### src/rtl/mem_arbiter_if.sv
// mem_arbiter_if: bundles the fetch port, data port and single-port memory
// signals of mem_arbiter. The master side is the pipeline plus memory; the
// slave side is the arbiter itself.
`timescale 1ns/1ps
interface mem_arbiter_if #(
  parameter int unsigned WIDTH = 32
);
  logic             if_req;
  logic [WIDTH-1:0] if_addr;
  logic [WIDTH-1:0] if_rdata;
  logic             if_ready;
  logic             if_stall;

  logic             dm_req;
  logic             dm_we;
  logic [WIDTH-1:0] dm_addr;
  logic [WIDTH-1:0] dm_wdata;
  logic [WIDTH-1:0] dm_rdata;
  logic             dm_ready;
  logic             dm_stall;

  logic             mem_en;
  logic             mem_we;
  logic [WIDTH-1:0] mem_addr;
  logic [WIDTH-1:0] mem_wdata;
  logic [WIDTH-1:0] mem_rdata;

  modport master (
    output if_req, if_addr, dm_req, dm_we, dm_addr, dm_wdata, mem_rdata,
    input  if_rdata, if_ready, if_stall, dm_rdata, dm_ready, dm_stall,
    input  mem_en, mem_we, mem_addr, mem_wdata
  );

  modport slave (
    input  if_req, if_addr, dm_req, dm_we, dm_addr, dm_wdata, mem_rdata,
    output if_rdata, if_ready, if_stall, dm_rdata, dm_ready, dm_stall,
    output mem_en, mem_we, mem_addr, mem_wdata
  );
endinterface

### src/rtl/mem_arbiter.sv
// mem_arbiter: shares one single-port memory between the instruction-fetch
// port and the data port. One transaction at a time; request-to-ready latency
// is MEM_LATENCY+1 cycles with one IDLE cycle between transactions.
// Optional feature: define MEM_ARB_ROUND_ROBIN_EN to alternate the winner on
// simultaneous requests (default build gives the data port fixed priority).
`timescale 1ns/1ps
module mem_arbiter #(
  parameter int unsigned WIDTH       = 32,
  parameter int unsigned MEM_LATENCY = 2
) (
  input  logic          clk,
  input  logic          rst,
  mem_arbiter_if.slave  bus
);
  localparam int unsigned CNT_W = 4;
  localparam logic [CNT_W-1:0] LAT_LOAD = CNT_W'(MEM_LATENCY);

  typedef enum logic [1:0] {IDLE, BUSY_IF, BUSY_DM} state_t;

  state_t             r_state;
  logic [CNT_W-1:0]   r_cnt;
  logic               r_we;
  logic               r_mem_en;
  logic               r_mem_we;
  logic [WIDTH-1:0]   r_mem_addr;
  logic [WIDTH-1:0]   r_mem_wdata;
  logic               r_if_ready;
  logic               r_dm_ready;
  logic [WIDTH-1:0]   r_if_rdata;
  logic [WIDTH-1:0]   r_dm_rdata;
  logic               w_grant_dm;
  logic               w_grant_if;

  // Arbitration of the requests seen in IDLE
`ifdef MEM_ARB_ROUND_ROBIN_EN
  logic               r_prio_if;
  assign w_grant_dm = bus.dm_req & ~(bus.if_req & r_prio_if);
`else
  assign w_grant_dm = bus.dm_req;
`endif
  assign w_grant_if = bus.if_req & ~w_grant_dm;

  // Transaction FSM: grant, single-cycle issue, latency countdown, ready pulse
  always_ff @(posedge clk) begin
    if (!rst) begin
      r_state     <= IDLE;
      r_cnt       <= '0;
      r_we        <= 1'b0;
      r_mem_en    <= 1'b0;
      r_mem_we    <= 1'b0;
      r_mem_addr  <= '0;
      r_mem_wdata <= '0;
      r_if_ready  <= 1'b0;
      r_dm_ready  <= 1'b0;
      r_if_rdata  <= '0;
      r_dm_rdata  <= '0;
`ifdef MEM_ARB_ROUND_ROBIN_EN
      r_prio_if   <= 1'b0;
`endif
    end else begin
      r_mem_en   <= 1'b0;
      r_mem_we   <= 1'b0;
      r_if_ready <= 1'b0;
      r_dm_ready <= 1'b0;
      // Read data is only visible live during the ready cycle; keep it after
      if (r_if_ready) r_if_rdata <= bus.mem_rdata;
      if (r_dm_ready && !r_we) r_dm_rdata <= bus.mem_rdata;
      case (r_state)
        IDLE: begin
          if (w_grant_dm || w_grant_if) begin
            r_state     <= w_grant_dm ? BUSY_DM : BUSY_IF;
            r_cnt       <= LAT_LOAD;
            r_we        <= w_grant_dm & bus.dm_we;
            r_mem_en    <= 1'b1;
            r_mem_we    <= w_grant_dm & bus.dm_we;
            r_mem_addr  <= w_grant_dm ? bus.dm_addr : bus.if_addr;
            r_mem_wdata <= w_grant_dm ? bus.dm_wdata : '0;
`ifdef MEM_ARB_ROUND_ROBIN_EN
            // Only a contended grant moves the priority flag
            if (bus.if_req && bus.dm_req) r_prio_if <= w_grant_dm;
`endif
          end
        end
        BUSY_IF, BUSY_DM: begin
          if (r_cnt == CNT_W'(0)) begin
            r_state <= IDLE;
          end else begin
            r_cnt <= r_cnt - CNT_W'(1);
            if (r_cnt == CNT_W'(1)) begin
              if (r_state == BUSY_IF) r_if_ready <= 1'b1;
              else                    r_dm_ready <= 1'b1;
            end
          end
        end
        default: r_state <= IDLE;
      endcase
    end
  end

  assign bus.mem_en    = r_mem_en;
  assign bus.mem_we    = r_mem_we;
  assign bus.mem_addr  = r_mem_addr;
  assign bus.mem_wdata = r_mem_wdata;
  assign bus.if_ready  = r_if_ready;
  assign bus.dm_ready  = r_dm_ready;
  // Completion cycle forwards memory data; otherwise the held value
  assign bus.if_rdata  = r_if_ready ? bus.mem_rdata : r_if_rdata;
  assign bus.dm_rdata  = (r_dm_ready && !r_we) ? bus.mem_rdata : r_dm_rdata;
  assign bus.if_stall  = bus.if_req & ~r_if_ready;
  assign bus.dm_stall  = bus.dm_req & ~r_dm_ready;
endmodule

### src/flat_wrapper.sv
// flat-port wrapper written by rule: the top's interface ports become plain ports
module mem_arbiter_flat 
#(
  parameter int unsigned WIDTH       = 32,
  parameter int unsigned MEM_LATENCY = 2
)
  (clk, rst, bus_if_req, bus_if_addr, bus_dm_req, bus_dm_we, bus_dm_addr, bus_dm_wdata, bus_mem_rdata, bus_if_rdata, bus_if_ready, bus_if_stall, bus_dm_rdata, bus_dm_ready, bus_dm_stall, bus_mem_en, bus_mem_we, bus_mem_addr, bus_mem_wdata);
  mem_arbiter_if #(.WIDTH(WIDTH)) bus_i ();
  input  logic clk;
  input  logic rst;
  input wire logic [$bits(bus_i.if_req)-1:0] bus_if_req;
  input wire logic [$bits(bus_i.if_addr)-1:0] bus_if_addr;
  input wire logic [$bits(bus_i.dm_req)-1:0] bus_dm_req;
  input wire logic [$bits(bus_i.dm_we)-1:0] bus_dm_we;
  input wire logic [$bits(bus_i.dm_addr)-1:0] bus_dm_addr;
  input wire logic [$bits(bus_i.dm_wdata)-1:0] bus_dm_wdata;
  input wire logic [$bits(bus_i.mem_rdata)-1:0] bus_mem_rdata;
  output wire logic [$bits(bus_i.if_rdata)-1:0] bus_if_rdata;
  output wire logic [$bits(bus_i.if_ready)-1:0] bus_if_ready;
  output wire logic [$bits(bus_i.if_stall)-1:0] bus_if_stall;
  output wire logic [$bits(bus_i.dm_rdata)-1:0] bus_dm_rdata;
  output wire logic [$bits(bus_i.dm_ready)-1:0] bus_dm_ready;
  output wire logic [$bits(bus_i.dm_stall)-1:0] bus_dm_stall;
  output wire logic [$bits(bus_i.mem_en)-1:0] bus_mem_en;
  output wire logic [$bits(bus_i.mem_we)-1:0] bus_mem_we;
  output wire logic [$bits(bus_i.mem_addr)-1:0] bus_mem_addr;
  output wire logic [$bits(bus_i.mem_wdata)-1:0] bus_mem_wdata;
  assign bus_i.if_req = bus_if_req;
  assign bus_i.if_addr = bus_if_addr;
  assign bus_i.dm_req = bus_dm_req;
  assign bus_i.dm_we = bus_dm_we;
  assign bus_i.dm_addr = bus_dm_addr;
  assign bus_i.dm_wdata = bus_dm_wdata;
  assign bus_i.mem_rdata = bus_mem_rdata;
  assign bus_if_rdata = bus_i.if_rdata;
  assign bus_if_ready = bus_i.if_ready;
  assign bus_if_stall = bus_i.if_stall;
  assign bus_dm_rdata = bus_i.dm_rdata;
  assign bus_dm_ready = bus_i.dm_ready;
  assign bus_dm_stall = bus_i.dm_stall;
  assign bus_mem_en = bus_i.mem_en;
  assign bus_mem_we = bus_i.mem_we;
  assign bus_mem_addr = bus_i.mem_addr;
  assign bus_mem_wdata = bus_i.mem_wdata;
  mem_arbiter #(.WIDTH(WIDTH), .MEM_LATENCY(MEM_LATENCY)) u_core (.clk(clk), .rst(rst), .bus(bus_i));
endmodule
### config.mk
export PLATFORM = sky130hd
export DESIGN_NAME = mem_arbiter_flat
export DESIGN_NICKNAME = d
export VERILOG_FILES = /design/src/rtl/mem_arbiter_if.sv /design/src/rtl/mem_arbiter.sv /design/src/flat_wrapper.sv
export SDC_FILE = /design/constraint.sdc
export NUM_CORES = 1
export LEC_CHECK = 0
export BUFFER_PORTS_ARGS = -buffer_cell sky130_fd_sc_hd__buf_4
export CORE_ASPECT_RATIO = 1.1
export CORE_MARGIN = 3
export CORE_UTILIZATION = 47
export CTS_CLUSTER_SIZE = 24
export DETAILED_ROUTE_END_ITERATION = 12
export PLACE_DENSITY_LB_ADDON = 0.25
export SLEW_MARGIN = 5
export SYNTH_ARGS = -nofsm -noshare
export SYNTH_HDL_FRONTEND = slang
export SYNTH_SLANG_ARGS = --single-unit
### constraint.sdc
create_clock -name clk -period 1.9 [get_ports clk]
set_clock_uncertainty 0.15 [all_clocks]
set_input_delay 0.38 -clock clk [delete_from_list [all_inputs] [get_ports clk]]
set_output_delay 0.38 -clock clk [all_outputs]
set_load 0.005 [all_outputs]
# Word level (Yosys, flattened, before mapping)
# Index checks and enable logic that the tools add are counted.
[totals]
output_inout_bits = 134
word_cells = 55
ff_bits = 139
input_bits = 133
[classes]
n_eq_ne = 6
mux = 14
n_addsub = 1
n_reduce_logical = 13
n_bitwise = 10
[ops]
columns = ["operator", "count"]
rows = [
  ["32-bit two-way mux", 4],
  ["4-bit two-way mux", 2],
  ["4-bit one-hot mux with 2 select lines", 1],
  ["2-bit two-way mux", 3],
  ["1-bit inverter", 6],
  ["2-bit AND reduction", 3],
  ["3-bit AND reduction", 2],
  ["1-bit bitwise AND", 4],
  ["4-bit by 1-bit equality test with 1-bit output (second input constant)", 1],
  ["4-bit logical NOT", 1],
  ["2-bit by 1-bit inequality test with 1-bit output (second input constant)", 2],
  ["2-bit one-hot mux with 2 select lines", 1],
  ["4-bit OR reduction", 1],
  ["4-bit by 1-bit subtractor with 4-bit output (second input constant)", 1],
  ["1-bit two-way mux", 3],
  ["2-bit by 1-bit equality test with 1-bit output (second input constant)", 1],
  ["2-bit equality test (second input constant)", 1],
  ["2-bit logical NOT", 1],
  ["2-bit inequality test (second input constant)", 1],
  ["2-bit nonzero test", 1],
  ["2-bit OR reduction", 1],
  ["1-bit logical AND", 1],
  ["1-bit logical NOT", 1],
  ["1-bit logical OR", 1],
]

# Depth between registers and ports, before layout
# Gate-level depths: netlist of the first run.
[logic_depth]
depth_word = 5
ltp_mapped = 7
ltp_nobuf = 5

# Least setup slack after synthesis of the first run
# OpenSTA, ideal clock, no wires.
[synth_path]
path_type = "flip-flop to flip-flop"
from = "register u_core.r_cnt[0]"
to = "register u_core.r_state[0]"
period_less_slack_ps = 1676
setup_time_ps = 119
path_buffers = 0
arrival_ps = 1407
path_stages_with_launch = 6
slack_ps = 224
cell_sequence = "dfxtp_1 > inv_1 > ha_1 > or3b_4 > and2_4 > o221a_1"
[synth_via]
elab_chain_len = 3
[synth_rtl]
columns = ["element", "line", "text"]
rows = [
  ["start: declaration", "mem_arbiter.sv:21", "logic [CNT_W-1:0] r_cnt;"],
  ["start signal: assignment", "mem_arbiter.sv:88", "r_cnt <= r_cnt - CNT_W'(1);"],
  ["4-bit logical NOT", "mem_arbiter.sv:85", "if (r_cnt == CNT_W'(0)) begin"],
  ["2-bit by 1-bit inequality test with 1-bit output (no line)", "--", ""],
  ["2-bit AND reduction (no line)", "--", ""],
  ["end signal: assignment", "mem_arbiter.sv:71", "r_state <= w_grant_dm ? BUSY_DM : BUSY_IF;"],
  ["end: declaration", "mem_arbiter.sv:20", "state_t r_state;"],
]
# No other way between the ends.
# A chain may end at the register's enable or synchronous reset.

# Worst setup path after layout of the first run
[layout_path]
from = "register u_core.r_we"
to = "output port bus_dm_rdata[18]"
[layout_via]
elab_chain_len = 3
[layout_rtl]
columns = ["element", "line", "text"]
rows = [
  ["start: declaration", "mem_arbiter.sv:22", "logic r_we;"],
  ["start signal: assignment", "mem_arbiter.sv:73", "r_we <= w_grant_dm & bus.dm_we;"],
  ["1-bit logical NOT", "mem_arbiter.sv:108", "assign bus.dm_rdata = (r_dm_ready && !r_we) ? bus.mem_rdata : r_dm_rdata;"],
  ["1-bit logical AND", "mem_arbiter.sv:108", ""],
  ["32-bit two-way mux", "mem_arbiter.sv:108", ""],
  ["end: declaration", "flat_wrapper.sv:21", "output wire logic [$bits(bus_i.dm_rdata)-1:0] bus_dm_rdata;"],
]
# No other way between the ends.

==> results of run 1 <==
## routing by layer
| metal | track usage | wire (um) | up-vias |
|---|---|---|---|
| met2 | 0.465 | 10000 | 221 |
| met5 | 0 | 0 | - |
| met4 | 0.117 | 617 | 0 |
| li1 | - | - | 2373 |
| met1 | 0.273 | 6930 | 2401 |
| met3 | 0.0673 | 1160 | 49 |
## through the flow
stage	cells	setup TNS, ns	setup slack [ns]
2_1_floorplan	521	0	0.224
3_3_place_gp	905	0	0.184
3_5_place_dp	905	0	0.122
4_1_cts	954	-12.60	-0.234
5_1_grt	962	-11.94	-0.264
6_report	962	-9.05	-0.212
## kinds of logic (layout without fill, tap and decap cells)
kind of cell	after synthesis	count (layout)	share of synthesized area
flip-flops	139	139	0.490
multiplexers	96	96	0.183
AND/OR/NAND/NOR	158	158	0.160
adder cells (fa/ha/maj)	5	5	0.0110
AO/OA/AOI/OAI	77	77	0.116
buffers and inverters	46	337	0.0398
## timing repair
action	CTS	global route
gates resized for setup	89	57
cloned	7	1
buffers inserted	11	13
endpoints found under the setup margin	64	65
hold endpoints to repair	0	0
## power groups by stage
stage | clock [mW] | combinational [mW] | sequential (mW)
finish | 3.09 | 1.42 | 3.24
global route | 3.26 | 1.55 | 3.27
CTS | 3.12 | 1.41 | 3.24
detailed placement | 0 | 1.39 | 3.30
global placement | 0 | 1.35 | 3.29
floorplan | 0 | 0.683 | 3.31
## sequential cells by signal (all words and copies together), names as in the netlist
register and count:
u_core.bus.dm_ready 1, u_core.bus.if_ready 1, u_core.bus.mem_addr 32, u_core.bus.mem_en 1
u_core.bus.mem_wdata 32, u_core.bus.mem_we 1, u_core.r_cnt 4, u_core.r_dm_rdata 32
u_core.r_if_rdata 32, u_core.r_state 2, u_core.r_we 1
## worst max-delay path by stage
stage / cells past startpoint / startpoint / slack, ns / endpoint
floorplan: 5 / u_core.r_cnt[0] / 0.22 / u_core.r_state[0]
global placement: 5 / u_core.r_cnt[0] / 0.18 / u_core.r_state[0]
detailed placement: 5 / u_core.r_cnt[0] / 0.12 / u_core.r_state[0]
CTS: 4 / u_core.r_we / -0.23 / bus_dm_rdata[24]
global route: 4 / u_core.r_we / -0.26 / bus_dm_rdata[23]
finish: 4 / u_core.r_we / -0.21 / bus_dm_rdata[18]
## worst max-delay path: stages, from the launching register on
cell and delay (ns):
dfxtp_2 0.32, nand2b_4 0.21, clkbuf_16 0.21, mux2_4 0.32, buf_6 0.12
## cells in the final DEF (no fill, tap or decap), types with 2 or more instances in the layout
master	netlist	routed
buf_4	2	223
dfxtp_1	139	136
and2_1	66	66
mux2_4	0	64
buf_6	3	62
nor2b_1	38	38
nand2_1	38	38
o211a_1	33	33
a22oi_1	33	33
mux2i_1	32	32
clkbuf_16	0	18
buf_12	0	11
inv_1	5	5
ha_1	5	5
clkinvlp_4	0	5
clkinv_2	0	4
inv_6	0	3
o22ai_1	2	2
buf_16	0	2
buf_8	0	2
dfxtp_2	0	2
## cell type report
class / count / area, um^2
Tap cell: 150 / 188
Clock inverter: 14 / 123
Clock buffer: 17 / 425
Sequential cell: 139 / 2790
Multi-Input combinational cell: 336 / 2930
Timing Repair Buffer: 301 / 2700
Inverter: 5 / 18.8
Fill cell: 678 / 2470
==> reports/metrics.yaml, run 1 <==
outcome: "complete, but fails checks"
violations: "setup timing"
swShare: 0.264
fp.dieH_um: 121
slew_violations: 0
post_drt_via_cell_ratio: 5.24
synth.cell_area_mm2: 0.00568
htree_levels: 4
finalWorstPathRequiredPeriod_ns: 2.11
drive_above_1_share: 0.499
dp_hpwl_mm: 10.9
insertion_delay_ns: 0.40
area_growth_pct: 61.4
rows: 41
antenna_found_initial: 0
p_sw_mw: 2.05
synth.top_cells.by_area: "dfxtp_1 (49%), mux2_2 (13%), and2_1 (7.3%)"
drt_iter0_drc: 294
power_mw: 7.75
worstMarginPinSlew_ns: 0.356
path_clk_slew_ns: 0.06
hold_viol_final: 0
arrival_ns: 1.58
critical_path.startpoint_type: "register"
syn_inst: 521
hp-start: "bus_dm_we"
fin_nets: 938
p_leak_nw: 4.61
ys_ff_latch: 139
dieWidth_um: 111
grt_pass1_vias: 5152
placed_area_mm2: 0.00781
cts_made_buffers: 17
drc_errors: 0
end_kind: "output port"
grt_usage: 0.254
grt_pass1_wl_mm: 26.9
cap_violations: 0
reg2reg_slack_ns: 0.11
yosysMostFrequentCell: "dfxtp_1"
relSlewSlack: 0.762
setup_viol: 65
synth_cell_types: 40
combPwrFrac: 0.183
cp.required_ns: 1.37
r2r-start: "u_core.r_cnt[0]"
io_buffers: 266
whs_ns: 0.0745
intPower_mw: 5.70
min_to: "u_core.bus.mem_we"
start_util: 0.488
worstSetupPathType: "register to output port"
finish.instance_area_mm2: 0.00917
syn_nets: 659
min_path_type: "primary input to register"
vias: 5044
synth_top_area_frac: 0.490
rr_worst_depth: 5
die_area_mm2: 0.0134
place_congestion: 0.757
hold_path_depth: 2
dr.pass1.iters: 4
post-route-util: 0.788
p_seq_frac: 0.419
clkPwrFrac: 0.399
ant_nets: 0
routed_wl_mm: 18.7
postCtsHoldBufs: 0
antennaDiodeCount: 0
pwr_density_cell_mw_per_mm2: 845
num_io_pins: 267
cp_max_fo: 8
synthArstFlopShare: 0
post-route-period-util: 1.11
ys.flop_type: "dfxtp_1"
cts_buffer_depth: 2
syn_avg_cell_area_um2: 10.9
fin_ws_ns: -0.212
synth_top_cell_by_area: "dfxtp_1"
fmax_mhz: 473
cts_tree: "yes"
grt_max_degree: 66
synth.yosys.seq_area_share: 0.490
r2r_end: "u_core.r_state[0]"
root_buffer: "clkbuf_16"
yosysWarnings: 0
rsz0062_at_grt: "yes"
synth-edff-count: 0
clock_sinks: 139
wire_per_inst_um: 19.4
ir_worst_vdd_uv: 598
grt.overflow.total: 0
synth_common_cells: "dfxtp_1 (139), and2_1 (66), mux2_2 (64), nand2_1 (38), nor2b_1 (38)"
core_area_mm2: 0.0116
Power figures use the tool's default switching activity.
==> run 2: changes to the inputs <==
--- a/config.mk
+++ b/config.mk
@@ -8,7 +8,7 @@
 export BUFFER_PORTS_ARGS = -buffer_cell sky130_fd_sc_hd__buf_4
 export CORE_ASPECT_RATIO = 1.1
 export CORE_MARGIN = 3
-export CORE_UTILIZATION = 47
+export CORE_UTILIZATION = 42
 export CTS_CLUSTER_SIZE = 24
 export DETAILED_ROUTE_END_ITERATION = 12
 export PLACE_DENSITY_LB_ADDON = 0.25
==> constraint.sdc (replaced) <==
create_clock -name clk -period 1.7 [get_ports clk]
set_clock_uncertainty 0.15 [all_clocks]
set_input_delay 0.34 -clock clk [delete_from_list [all_inputs] [get_ports clk]]
set_output_delay 0.34 -clock clk [all_outputs]
set_load 0.005 [all_outputs]
==> run 2 against run 1 <==
  * The run still ends with setup timing left
  * Core utilization is 6.3 points lower
  * First-iteration DRC count up 14%
  * Worst setup slack worse by 0.17 ns
  * Global-route usage is 3.6 points lower
  * Routed wire length is 3.4% lower
  * Non-clock buffer count rose by 3
  * Via count fell by 0.34%
  * Sequential share of layout area shrank 0.57 points
  * Register-to-register slack worse by 0.05 ns
  * Count of clock-buffer cells in the layout up 6
  * Largest cell class unchanged
==> reports/metrics.yaml, run 2 (synthesis results as in run 1) <==
outcome: "complete, but fails checks"
violations: "setup timing"
dieWidth_um: 117
antenna_found_initial: 0
hold_viol_final: 0
rows: 43
wire_per_inst_um: 18.6
start_util: 0.440
critical_path.startpoint_type: "register"
fp.dieH_um: 128
fmax_mhz: 481
drive_above_1_share: 0.506
slew_violations: 0
finalWorstPathRequiredPeriod_ns: 2.08
ir_worst_vdd_uv: 598
cts_made_buffers: 17
p_leak_nw: 4.69
post_drt_via_cell_ratio: 5.17
layout_commonest_cell: "buf_4"
arrival_ns: 1.59
setup_viol: 65
grt_pass1_wl_mm: 25.4
place_congestion: 0.762
cts_tree: "yes"
insertion_delay_ns: 0.42
clock_sinks: 139
grt.overflow.total: 0
dr.pass1.iters: 4
antennaDiodeCount: 0
fin_nets: 941
relSlewSlack: 0.750
rsz0062_at_grt: "yes"
grt_pass1_vias: 5064
area_growth_pct: 64.6
dp_hpwl_mm: 11.0
placed_area_mm2: 0.00787
pwr_density_cell_mw_per_mm2: 963
cp_max_fo: 8
r2r-start: "u_core.r_we"
path_clk_slew_ns: 0.05
drt_iter0_drc: 335
vias: 5027
cts_buffer_depth: 2
cap_violations: 0
routed_wl_mm: 18.1
reg2reg_slack_ns: 0.06
layout_common_cells: "buf_4 (219), dfxtp_1 (135), buf_6 (68), and2_1 (66), mux2_4 (64)"
io_buffers: 266
cp.required_ns: 1.21
drc_errors: 0
grt_usage: 0.218
postCtsHoldBufs: 0
htree_levels: 4
r2r_end: "u_core.r_dm_rdata[3]"
worstMarginPinSlew_ns: 0.375
min_path_type: "primary input to register"
end_kind: "output port"
crit_end: "bus_dm_rdata[3]"
ant_nets: 0
root_buffer: "clkbuf_16"
grt_max_degree: 66
finish.instance_area_mm2: 0.00935
core_area_mm2: 0.0129
die_area_mm2: 0.0150
tns_ns: -20.03
worstSetupPathType: "register to output port"
fin_ws_ns: -0.381
rr_worst_depth: 5
startpoint: "u_core.r_we"
power_mw: 9.00
num_io_pins: 267
post-route-period-util: 1.22
[run 2: cell types whose count changed in the layout (fill, tap and decap cells not counted), moves of 2 or more]
cell        previous run  this run
clkbuf_1               0         3
buf_4                223       219
buf_6                 62        68
clkbuf_8               0         3
clkinvlp_4             5         2
inv_6                  3         1
buf_16                 2         4
ha_1                   5         3
clkinv_2               4         2
[run 2: what timing repair did]
action,in CTS,in global routing
gates resized for setup,95,65
setup buffers,6,13
setup endpoints to repair,66,70
hold endpoints to repair,0,0
cloned,6,2
[run 2: metrics by stage]
step | util | setup slack (ns) | hold slack (ns) | cells
6_report | 0.724 | -0.381 | 0.0348 | 973
5_1_grt | 0.724 | -0.432 | 0.0427 | 973
4_1_cts | 0.698 | -0.388 | 0.0148 | 960
3_5_place_dp | 0.610 | -0.00452 | 0.338 | 916
3_3_place_gp | 0.610 | 0.0353 | 0.322 | 916
2_1_floorplan | - | 0.0240 | 0.313 | 521
[run 2: report_power, final]
| group | internal, mW | total (mW) | switching [mW] | leakage [nW] |
|---|---|---|---|---|
| combinational | 0.939 | 1.67 | 0.730 | 3.27 |
| clock | 2.28 | 3.70 | 1.42 | 0.284 |
| sequential | 3.50 | 3.63 | 0.134 | 1.14 |
[run 2: layout make-up]
cell class,instances,area [um^2]
Timing Repair Buffer,304,2790
Clock buffer,23,478
Clock inverter,9,111
Multi-Input combinational cell,336,2970
Tap cell,157,196
Fill cell,884,3560
Sequential cell,139,2790
Inverter,5,18.8
[run 2: worst max-delay path: stages (launching register included)]
cell       delay (ns)
dfxtp_2          0.33
nand2b_4         0.21
clkbuf_16        0.21
mux2_4           0.33
buf_6            0.12
[run 2: per-layer routing]
metal / GRT usage / vias up / share of wire
li1: - / 2377 / -
met1: 0.235 / 2387 / 0.37
met5: 0 / - / 0
met3: 0.0718 / 41 / 0.083
met4: 0.0884 / 0 / 0.029
met2: 0.388 / 222 / 0.52
[run 2: how the worst min path moves through the flow]
stage | startpoint | end | slack, ns | cells past startpoint
after floorplan | u_core.r_state[1] | u_core.r_state[1] | 0.31 | 2
after global placement | u_core.r_state[1] | u_core.r_state[1] | 0.32 | 2
after detailed placement | u_core.bus.mem_addr[27] | u_core.bus.mem_addr[27] | 0.34 | 1
after CTS | bus_dm_we | u_core.bus.mem_we | 0.01 | 2
after global routing | bus_dm_we | u_core.bus.mem_we | 0.04 | 2
final | bus_dm_we | u_core.bus.mem_we | 0.03 | 2
==> run 3: changes to the inputs <==
--- a/config.mk
+++ b/config.mk
@@ -12,6 +12,7 @@
 export CTS_CLUSTER_SIZE = 24
 export DETAILED_ROUTE_END_ITERATION = 12
 export PLACE_DENSITY_LB_ADDON = 0.25
+export SKIP_LAST_GASP = 1
 export SLEW_MARGIN = 5
 export SYNTH_ARGS = -nofsm -noshare
 export SYNTH_HDL_FRONTEND = slang
==> run 3 against run 2 <==
  * The run still ends with setup timing left
  * Combinational power about the same
  * Global-route usage fell by 0.34 points
  * Power decreased by 0.15%
==> reports/metrics.yaml, run 3 (synthesis results as in run 1) <==
drive_above_1_share: 0.504
slew_violations: 0
finalWorstPathRequiredPeriod_ns: 2.10
vias: 4996
crit_end: "bus_dm_rdata[31]"
combPwrFrac: 0.185
antennaDiodeCount: 0
cts_buffer_depth: 2
fmax_mhz: 477
arrival_ns: 1.61
rows: 43
drt_iter0_drc: 266
startpoint: "u_core.r_we"
cap_violations: 0
path_clk_slew_ns: 0.05
ant_nets: 0
p_sw_mw: 2.27
outcome: "complete, but fails checks"
post-route-util: 0.722
rsz0062_at_grt: "yes"
critical_path.startpoint_type: "register"
htree_levels: 4
intPower_mw: 6.72
grt.overflow.total: 0
cp.required_ns: 1.21
die_area_mm2: 0.0150
hp-start: "bus_dm_we"
root_buffer: "clkbuf_16"
p_seq_frac: 0.404
finish.instance_area_mm2: 0.00932
relSlewSlack: 0.749
wire_per_inst_um: 18.8
swShare: 0.253
post_drt_via_cell_ratio: 5.16
worstMarginPinSlew_ns: 0.376
p_leak_nw: 4.67
ir_worst_vdd_uv: 599
placed_area_mm2: 0.00787
grt_usage: 0.215
tns_ns: -20.69
drc_errors: 0
hold_viol_final: 0
grt_max_degree: 66
setup_viol: 65
place_congestion: 0.762
violations: "setup timing"
grt_pass1_vias: 4983
r2r_end: "u_core.r_state[0]"
layout_commonest_cell: "buf_4"
clock_sinks: 139
routed_wl_mm: 18.3
end_kind: "output port"
layout_common_cells: "buf_4 (216), dfxtp_1 (135), and2_1 (66), buf_6 (66), mux2_4 (64)"
insertion_delay_ns: 0.42
start_util: 0.440
dp.cells: 916
cp_max_fo: 8
reg2reg_slack_ns: 0.07
grt_pass1_wl_mm: 25.1
finalNonFillerCells: 969
r2r-start: "u_core.r_cnt[1]"
antenna_found_initial: 0
cts_made_buffers: 17
core_area_mm2: 0.0129
io_buffers: 266
clkPwrFrac: 0.411
post-route-period-util: 1.23
fp.dieH_um: 128
dr.pass1.iters: 4
rr_worst_depth: 5
fin_nets: 937
worstSetupPathType: "register to output port"
pwr_density_cell_mw_per_mm2: 964
num_io_pins: 267
dp_hpwl_mm: 11.0
cts_tree: "yes"
fin_ws_ns: -0.396
min_path_type: "primary input to register"
area_growth_pct: 64.0
power_mw: 8.99
dieWidth_um: 117
==> run 3: cell types whose count changed in the layout (fill, tap and decap cells not counted), sizes merged <==
cell,delta
buf,-4
==> run 3: per-stage QoR <==
| stage | setup slack, ns | hold WS [ns] |
|---|---|---|
| global placement | 0.0353 | 0.322 |
| finish | -0.396 | 0.0346 |
| floorplan | 0.0240 | 0.313 |
| global route | -0.441 | 0.0415 |
| CTS | -0.421 | 0.0148 |
| detailed placement | -0.00452 | 0.338 |
==> run 3: power by group through the flow <==
stage	Combinational [mW]	Clock (mW)	Sequential, mW
floorplan	0.764	0	3.70
global placement	1.55	0	3.68
detailed placement	1.60	0	3.69
CTS	1.63	3.73	3.63
global route	1.83	3.89	3.66
finish	1.67	3.69	3.63
==> run 3: cell type report <==
cell class              count  area [um^2]
clock buffers              23          478
fillers                   895         3590
flip-flops and latches    139         2790
multi-input cells         336         2970
inverters                   5         18.8
repair buffers            300         2760
clock inverters             9          111
well taps                 157          196
==> run 3: worst min path at each step <==
stage                                          to  slack [ns]  depth (start not counted)
after floorplan                 u_core.r_state[1]        0.31                          2
after global placement          u_core.r_state[1]        0.32                          2
after detailed placement  u_core.bus.mem_addr[27]        0.34                          1
after CTS                       u_core.bus.mem_we        0.01                          2
after global routing            u_core.bus.mem_we        0.04                          2
final                           u_core.bus.mem_we        0.03                          2
==> run 3: what timing repair did <==
action,in CTS,in global routing
setup endpoints to repair,66,70
resized for setup,48,113
endpoints found under the hold margin,0,0
hold buffers,0,0
setup buffers,6,11
cloned,6,2
==> run 3: critical path, cell delays in order, from the launching register on <==
cell,delay (ns)
dfxtp_2,0.33
nand2b_4,0.22
clkbuf_16,0.21
mux2_4,0.32
buf_6,0.12
==> run 3: layer usage <==
layer / vias up / track usage / routed length (um)
met5: - / 0 / 0
met4: 0 / 0.0749 / 353
li1: 2368 / - / -
met3: 25 / 0.0708 / 1380
met2: 203 / 0.390 / 9740
met1: 2400 / 0.229 / 6790
